===== config.mk =====
export PLATFORM = sky130hd
export DESIGN_NAME = alu_issue_ctrl
export DESIGN_NICKNAME = d
export VERILOG_FILES = /design/src/rtl/alu_ctrl_pkg.sv /design/src/rtl/rv32i_imm_gen.sv /design/src/rtl/alu_issue_ctrl.sv
export SDC_FILE = /design/constraint.sdc
export NUM_CORES = 1
export LEC_CHECK = 0
export ABC_AREA = 1
export CORE_MARGIN = 1.5
export CORE_UTILIZATION = 42
export CTS_CLUSTER_SIZE = 16
export DETAILED_ROUTE_END_ITERATION = 16
export PLACE_DENSITY_LB_ADDON = 0.1
export SLEW_MARGIN = 25
export SYNTH_ARGS = -nofsm -noshare
export SYNTH_HDL_FRONTEND = slang
export SYNTH_HIERARCHICAL = 1
export SYNTH_SLANG_ARGS = --single-unit

===== constraint.sdc =====
create_clock -name clk -period 1.4 [get_ports clk]
set_input_delay 0.21 -clock clk [delete_from_list [all_inputs] [get_ports clk]]
set_output_delay 0.21 -clock clk [all_outputs]
set_load 0.05 [all_outputs]

===== src/rtl/alu_ctrl_pkg.sv =====
// Shared definitions for the RV32I ALU issue controller: opcodes, FSM states,
// instruction classes and the packed ALU control bundle.
package alu_ctrl_pkg;

   localparam logic [6:0] OPC_OP_IMM = 7'b0010011;
   localparam logic [6:0] OPC_OP     = 7'b0110011;
   localparam logic [6:0] OPC_BRANCH = 7'b1100011;
   localparam logic [6:0] OPC_JAL    = 7'b1101111;
   localparam logic [6:0] OPC_JALR   = 7'b1100111;
   localparam logic [6:0] OPC_LUI    = 7'b0110111;
   localparam logic [6:0] OPC_AUIPC  = 7'b0010111;
   localparam logic [6:0] OPC_LOAD   = 7'b0000011;
   localparam logic [6:0] OPC_STORE  = 7'b0100011;

   typedef enum logic [1:0] {
      ST_IDLE    = 2'd0,
      ST_EXEC    = 2'd1,
      ST_CAPTURE = 2'd2
   } state_e;

   typedef enum logic [3:0] {
      CLS_ILLEGAL = 4'd0,
      CLS_ALU_IMM = 4'd1,
      CLS_ALU_REG = 4'd2,
      CLS_CB      = 4'd3,
      CLS_JAL     = 4'd4,
      CLS_JALR    = 4'd5,
      CLS_LUI     = 4'd6,
      CLS_AUIPC   = 4'd7,
      CLS_MEM     = 4'd8
   } cls_e;

   typedef struct packed {
      logic       lup;
      logic       ub;
      logic       cb;
      logic       mem;
      logic       alu_imm;
      logic       alu_reg;
      logic       iop;
      logic       fc;
      logic [2:0] fcs;
   } alu_ctrl_t;

   function automatic logic writes_rd(input cls_e cls);
      logic w;
      case (cls)
         CLS_ALU_IMM, CLS_ALU_REG, CLS_LUI, CLS_AUIPC, CLS_JAL, CLS_JALR: w = 1'b1;
         default:                                                         w = 1'b0;
      endcase
      return w;
   endfunction

endpackage


===== src/rtl/rv32i_imm_gen.sv =====
// Combinational RV32I immediate generator: picks the immediate the ALU
// expects for the instruction's class, zero for classes with none.
module rv32i_imm_gen
   import alu_ctrl_pkg::*;
(
   input  logic [31:0] instr,
   output logic [31:0] imm
);

   // LUI deliberately delivers the raw 20-bit field right-aligned; AUIPC gets it shifted.
   always_comb begin
      imm = 32'd0;
      case (instr[6:0])
         OPC_OP_IMM, OPC_JALR: imm = {{20{instr[31]}}, instr[31:20]};
         OPC_BRANCH:           imm = {{19{instr[31]}}, instr[31], instr[7], instr[30:25], instr[11:8], 1'b0};
         OPC_JAL:              imm = {{11{instr[31]}}, instr[31], instr[19:12], instr[20], instr[30:21], 1'b0};
         OPC_LUI:              imm = {12'd0, instr[31:12]};
         OPC_AUIPC:            imm = {instr[31:12], 12'd0};
         default:              imm = 32'd0;
      endcase
   end

endmodule


===== src/rtl/alu_issue_ctrl.sv =====
// Three-cycle RV32I issue controller: accept/decode, drive one ALU block for a
// cycle, then capture writeback, redirect and retirement.
module alu_issue_ctrl
   import alu_ctrl_pkg::*;
(
   input  logic        clk,
   input  logic        rst,
   input  logic        instr_valid,
   output logic        instr_ready,
   input  logic [31:0] instr,
   input  logic [31:0] instr_pc,
   output logic [4:0]  rs1_addr,
   output logic [4:0]  rs2_addr,
   output logic        LUP,
   output logic        UB,
   output logic        CB,
   output logic        MEM,
   output logic        ALU_IMM,
   output logic        ALU_REG,
   output logic        IOP,
   output logic        FC,
   output logic [2:0]  finite_control_sig,
   output logic [31:0] port2_imm,
   output logic [31:0] program_counter,
   input  logic [31:0] port3_output,
   input  logic [31:0] pc_out,
   input  logic        pc_load,
   output logic        rd_we,
   output logic [4:0]  rd_addr,
   output logic [31:0] rd_data,
   output logic        redirect_valid,
   output logic [31:0] redirect_pc,
   output logic        illegal_instr,
   output logic [31:0] retired_count
);

   state_e      state_q;
   cls_e        cls_q, cls_d;
   alu_ctrl_t   ctrl_q, ctrl_d;
   logic [31:0] imm_d, imm_q, pc_q;
   logic [4:0]  rs1_q, rs2_q, rs2_d, rd_q;
   logic        ready_q, rd_we_q, redir_q, illegal_q;
   logic [4:0]  rd_addr_q;
   logic [31:0] rd_data_q, redir_pc_q, retired_q;
   logic [2:0]  funct3_s;

   rv32i_imm_gen u_imm_gen (
      .instr (instr),
      .imm   (imm_d)
   );

   // Decode the offered instruction into class, ALU controls and rs2 routing.
   always_comb begin
      funct3_s = instr[14:12];
      cls_d    = CLS_ILLEGAL;
      ctrl_d   = '0;
      case (instr[6:0])
         OPC_OP_IMM:          cls_d = CLS_ALU_IMM;
         OPC_OP:              cls_d = CLS_ALU_REG;
         OPC_BRANCH:          cls_d = CLS_CB;
         OPC_JAL:             cls_d = CLS_JAL;
         OPC_JALR:            cls_d = CLS_JALR;
         OPC_LUI:             cls_d = CLS_LUI;
         OPC_AUIPC:           cls_d = CLS_AUIPC;
         OPC_LOAD, OPC_STORE: cls_d = CLS_MEM;
         default:             cls_d = CLS_ILLEGAL;
      endcase
      case (cls_d)
         CLS_ALU_IMM: begin
            ctrl_d.alu_imm = 1'b1;
            ctrl_d.fcs     = funct3_s;
            ctrl_d.iop     = (funct3_s == 3'b101) ? instr[30] : 1'b0;
         end
         CLS_ALU_REG: begin
            ctrl_d.alu_reg = 1'b1;
            ctrl_d.fcs     = funct3_s;
            ctrl_d.iop     = ((funct3_s == 3'b000) || (funct3_s == 3'b101)) ? instr[30] : 1'b0;
         end
         CLS_CB: begin
            ctrl_d.cb  = 1'b1;
            ctrl_d.fcs = funct3_s;
         end
         CLS_JAL: begin
            ctrl_d.ub  = 1'b1;
            ctrl_d.fcs = 3'b010;
         end
         CLS_JALR: begin
            ctrl_d.ub  = 1'b1;
            ctrl_d.fcs = 3'b011;
         end
         CLS_LUI: begin
            ctrl_d.lup = 1'b1;
            ctrl_d.iop = 1'b1;
         end
         CLS_AUIPC: ctrl_d.lup = 1'b1;
         CLS_MEM:   ctrl_d.mem = 1'b1;
         default:   ctrl_d     = '0;
      endcase
      rs2_d = (cls_d == CLS_JALR) ? instr[19:15] : instr[24:20];
   end

   // Issue FSM with all outputs held in registers; pulses last exactly one CAPTURE cycle.
   always_ff @(posedge clk) begin
      if (rst) begin
         state_q    <= ST_IDLE;
         cls_q      <= CLS_ILLEGAL;
         ctrl_q     <= '0;
         imm_q      <= 32'd0;
         pc_q       <= 32'd0;
         rs1_q      <= 5'd0;
         rs2_q      <= 5'd0;
         rd_q       <= 5'd0;
         ready_q    <= 1'b0;
         rd_we_q    <= 1'b0;
         rd_addr_q  <= 5'd0;
         rd_data_q  <= 32'd0;
         redir_q    <= 1'b0;
         redir_pc_q <= 32'd0;
         illegal_q  <= 1'b0;
         retired_q  <= 32'd0;
      end else begin
         rd_we_q   <= 1'b0;
         redir_q   <= 1'b0;
         illegal_q <= 1'b0;
         case (state_q)
            ST_IDLE: begin
               if (instr_valid && ready_q) begin
                  cls_q   <= cls_d;
                  ctrl_q  <= ctrl_d;
                  imm_q   <= imm_d;
                  pc_q    <= instr_pc;
                  rs1_q   <= instr[19:15];
                  rs2_q   <= rs2_d;
                  rd_q    <= instr[11:7];
                  ready_q <= 1'b0;
                  state_q <= ST_EXEC;
               end else begin
                  ready_q <= 1'b1;
               end
            end
            ST_EXEC: begin
               ctrl_q    <= '0;
               retired_q <= retired_q + 32'd1;
               state_q   <= ST_CAPTURE;
               if (writes_rd(cls_q) && (rd_q != 5'd0)) begin
                  rd_we_q   <= 1'b1;
                  rd_addr_q <= rd_q;
                  rd_data_q <= ((cls_q == CLS_JAL) || (cls_q == CLS_JALR)) ? (pc_q + 32'd4) : port3_output;
               end
               if ((cls_q == CLS_JAL) || (cls_q == CLS_JALR) || ((cls_q == CLS_CB) && pc_load)) begin
                  redir_q    <= 1'b1;
                  redir_pc_q <= pc_out;
               end
               illegal_q <= (cls_q == CLS_ILLEGAL);
            end
            ST_CAPTURE: begin
               ready_q <= 1'b1;
               state_q <= ST_IDLE;
            end
            default: begin
               ready_q <= 1'b0;
               state_q <= ST_IDLE;
            end
         endcase
      end
   end

   assign instr_ready        = ready_q;
   assign rs1_addr           = rs1_q;
   assign rs2_addr           = rs2_q;
   assign LUP                = ctrl_q.lup;
   assign UB                 = ctrl_q.ub;
   assign CB                 = ctrl_q.cb;
   assign MEM                = ctrl_q.mem;
   assign ALU_IMM            = ctrl_q.alu_imm;
   assign ALU_REG            = ctrl_q.alu_reg;
   assign IOP                = ctrl_q.iop;
   assign FC                 = ctrl_q.fc;
   assign finite_control_sig = ctrl_q.fcs;
   assign port2_imm          = imm_q;
   assign program_counter    = pc_q;
   assign rd_we              = rd_we_q;
   assign rd_addr            = rd_addr_q;
   assign rd_data            = rd_data_q;
   assign redirect_valid     = redir_q;
   assign redirect_pc        = redir_pc_q;
   assign illegal_instr      = illegal_q;
   assign retired_count      = retired_q;

endmodule


==> summary.md <==
| Metric | Value |
|---|---|
| Status | `finished, violations left` |
| Failing checks | `setup timing` |
| Peak VDD IR | `around 0.00068 V` |
| Clk_skew | `0.01343 ns` |
| DP HPWL | `28540 um` |
| Final hold violation count | `0` |
| Total vias in the final route | `between 10000 and 15000` |
| GR Util met3 | `under 10%` |
| Port Buffer Count | `320` |
| Busiest layer in global routing | `met2` |
| Bufs on Longest Clock Path | `2` |
| Part of the power in the clock network | `about 39%` |
| Die area | `around 0.024 mm2` |
| Detail Route Antenna Nets | `0` |
| Antenna violations before repair | `7` |
| Crit path kind | `reg2reg` |
| Die width | `156.4 um` |
| GRT met2 Usage | `50.20%` |
| DR DRC count | `0` |
| Peak Freq | `659.9 MHz` |
| Largest stage delay, worst path | `0.34 ns` |
| Post-Syn Area | `0.009884 mm2` |
| Layout fillers | `between 1500 and 2000` |
| Core area | `between 0.02 and 0.025 mm2` |
| Final Worst Setup Slack | `-0.1154 ns` |
| Hold WS | `approximately 0.25 ns` |
| Grt ovf | `0` |
| Final worst-path cycle share | `108.2%` |
| Routed vias/inst | `5.327` |
| Syn Nets | `1626` |
| Minimum clock period | `between 1.5 and 2 ns` |
| Synth Instances | `roughly 1500` |
| Vias in the first global route | `11280` |
| Final Max Tran Viols | `0` |
| Largest net degree at the start of global routing | `a little over 70` |
| Met1 usage | `39.22%` |
| CP Launch Type | `flip-flop` |
| Number of hold buffers added after CTS | `0` |
| Total leakage power | `7.227 nW` |
| H-Tree Level Count | `4` |
| Worst-Skew Late Latency | `0.44 ns` |
| CP required | `1.77 ns` |
| Root buffer cell | `clkbuf_16` |
| Row Count | `55` |
| Wire per inst | `17.85 um` |
| Pwr Density | `699.0 mW/mm2` |
| Worst path slowest cell | `dfxtp_2` |
| Gp weighted congestion | `0.9247` |
| Crit path cell chain | `nor2_4, buf_12, nand3_4, nor2_4, nand3_4, nor2_4, nand2_1, nand2_1, nand2_1, nor2_1` |
| Average cell area after synthesis | `6.625 um2` |
| CTS buffer count | `17` |
| Yosys warns | `6` |
| Part of the power in registers | `45.1%` |
| RSZ-0062 raised after global routing | `yes` |
| Share of cells above drive strength 1 | `33.76%` |
| Worst setup EP type | `flip-flop` |
| Switching share of total power | `28.60%` |
| CTS sink cnt | `200` |
| First-pass GRT wire length | `59200 um` |
| Seq cells post-synth | `200` |
| Synth cell types | `42` |
| Io pins | `322` |
| Die height | `156.4 um` |
| CTS tree | `built` |
| Clock transition at the registers of the reported paths | `0.08 ns` |
| Initial drt markers | `roughly 1100` |
| Hold WC Path Type | `in2reg` |
| Final Setup Violations | `about 70` |
| Tot GR Track Use | `30.80%` |
| Max-cap violations | `0` |
| Drt first pass iters | `6` |
| Total Wirelength | `40920 um` |
| Nets | `2094` |
| Largest fanout on the critical path | `5` |
| Internal | `just over 9 mW` |
| Worst Path Arrival | `about 1.9 ns` |
| Effective utilization at floorplan | `43.26%` |
| Slew HR | `65.62%` |
| NetSw | `3.692 mW` |
| Sequential fraction of the synthesis area | `40.51%` |
| Combinational Power Share | `16.2%` |
| Worst-margin pin slew | `0.5141 ns` |
| Area delta synth->final | `86.85%` |
| Total power | `12.91 mW` |
-- cells in the final DEF, fill, tap and decap left out, types with 14 or more instances in the layout --
| master | n |
|---|---|
| buf_12 | 209 |
| o21ai_1 | 16 |
| buf_6 | 15 |
| buf_4 | 150 |
| o21ai_0 | 60 |
| dfxtp_4 | 31 |
| clkbuf_16 | 28 |
| nand2_1 | 446 |
| clkdlybuf4s50_1 | 123 |
| nor2_4 | 24 |
| nand2_2 | 38 |
| inv_1 | 104 |
| nand3_1 | 148 |
| a21oi_1 | 137 |
| nand3_2 | 15 |
| dfxtp_2 | 29 |
| dfxtp_1 | 140 |
| nor2_1 | 71 |
| nor2_2 | 47 |
| a21oi_2 | 14 |
-- worst max-delay path, delay by kind of cell (launching register included) --
| kind | cells | cell delay, ns |
|---|---|---|
| buffers and inverters | 1 | 0.14 |
| DFF | 1 | 0.34 |
| and+or+nand+nor | 9 | 0.97 |
-- area by class of cell --
| cell class | count | area [um2] | share of cell area, % |
|---|---|---|---|
| clock buffers | 18 | 439.2 | 2.378 |
| flip-flops and latches | 200 | 4156 | 22.51 |
| multi-input cells | 1104 | 5713 | 30.93 |
| diodes | 7 | 17.52 | 0.09484 |
| repair buffers | 521 | 7156 | 38.74 |
| inverters | 116 | 450.4 | 2.439 |
| well taps | 313 | 391.6 | 2.120 |
| clock inverters | 14 | 145.1 | 0.7859 |
-- power by group through the flow --
stage | combinational, mW | clock (mW) | sequential, mW
after CTS | 1.85 | 5.03 | 5.83
after global placement | 1.79 | 0 | 5.96
after global routing | 2.18 | 5.27 | 5.84
after floorplan | 0.419 | 0 | 6.19
after detailed placement | 1.81 | 0 | 5.96
final | 2.09 | 5.00 | 5.83
-- per-layer routing --
| layer | wire length, um | share of wire, % |
|---|---|---|
| met1 | 16260 | 40 |
| met2 | 19560 | 48 |
| met3 | 3207 | 7.8 |
| met4 | 1874 | 4.6 |
| met5 | 13 | 0.032 |
-- final timing paths --
kind,slack [ns],start,end,cells past startpoint
worst max-delay path,-0.12,state_q[1]$_SDFFE_PP0N_,retired_count[19]$_SDFFE_PP0P_,10
worst min-delay path,0.25,rst,finite_control_sig[0]$_SDFFE_PP0P_,5
worst min register to register,0.49,rd_q[3]$_SDFFE_PP0P_,rd_addr[3]$_SDFFE_PP0P_,2
worst max register to register,-0.12,state_q[1]$_SDFFE_PP0N_,retired_count[19]$_SDFFE_PP0P_,10
-- synth_stat cells, drive strengths merged --
| cell | instances | area (um2) |
|---|---|---|
| a32o | 1 | 10.01 |
| o21bai | 2 | 15.01 |
| nand3b | 10 | 75.07 |
| o31ai | 1 | 7.510 |
| nor3 | 4 | 36.29 |
| dfxtp | 200 | 4004 |
| nand2 | 493 | 1871 |
| nand4 | 9 | 62.56 |
| ha | 2 | 25.02 |
| conb | 1 | 3.750 |
| clkbuf | 32 | 120.1 |
| inv | 114 | 427.9 |
| o211ai | 7 | 52.55 |
| nand3 | 168 | 918.4 |
| or2 | 2 | 12.51 |
| buf | 41 | 240.2 |
| clkinv | 2 | 8.750 |
| a22o | 1 | 8.760 |
| a211oi | 2 | 15.01 |
| nor2 | 142 | 613.1 |
| a31oi | 6 | 37.54 |
| xnor2 | 5 | 43.79 |
| o22ai | 3 | 18.77 |
| xor2 | 9 | 78.83 |
| o21ai | 79 | 395.4 |
| o21a | 1 | 7.510 |
| a21oi | 155 | 775.7 |
-- state kept, by name (all words and copies together) (netlist names) --
signal,count
cls_q,4
rd_addr,5
illegal_instr,1
LUP,1
rd_data,32
UB,1
rs2_addr,5
ALU_IMM,1
IOP,1
ALU_REG,1
MEM,1
program_counter,32
retired_count,32
redirect_pc,32
rd_q,5
redirect_valid,1
state_q,2
rs1_addr,5
CB,1
rd_we,1
port2_imm,32
instr_ready,1
finite_control_sig,3
-- logic make-up after synthesis --
| group | share of synthesized area [%] |
|---|---|
| adder cells (fa/ha/maj) | 0.2531 |
| other | 0.03794 |
| flip-flops | 40.51 |
| AO/OA/AOI/OAI | 13.59 |
| buffers and inverters | 8.063 |
| AND/OR/NAND/NOR | 36.30 |
| XOR/XNOR | 1.241 |
-- repair_timing --
item,in CTS,in global routing
setup endpoints to repair,107,167
pin swaps,16,36
gates resized for setup,64,179
buffers inserted,8,12
cloned,1,17
-- stage by stage --
step | setup slack (ns) | util (%) | TNS (ns) | std cells | cell area (um2)
detailed placement | -0.5172 | 72.58 | -34.89 | 2217 | 16580
floorplan | 0.001512 | - | 0 | 1492 | 10060
finish | -0.1154 | 80.84 | -2.054 | 2293 | 18470
CTS | -0.06717 | 76.40 | -0.2946 | 2258 | 17460
global route | -0.1895 | 80.82 | -9.773 | 2291 | 18460
global placement | -0.4161 | 72.58 | -29.44 | 2217 | 16580
Power figures use the tool's default switching activity.
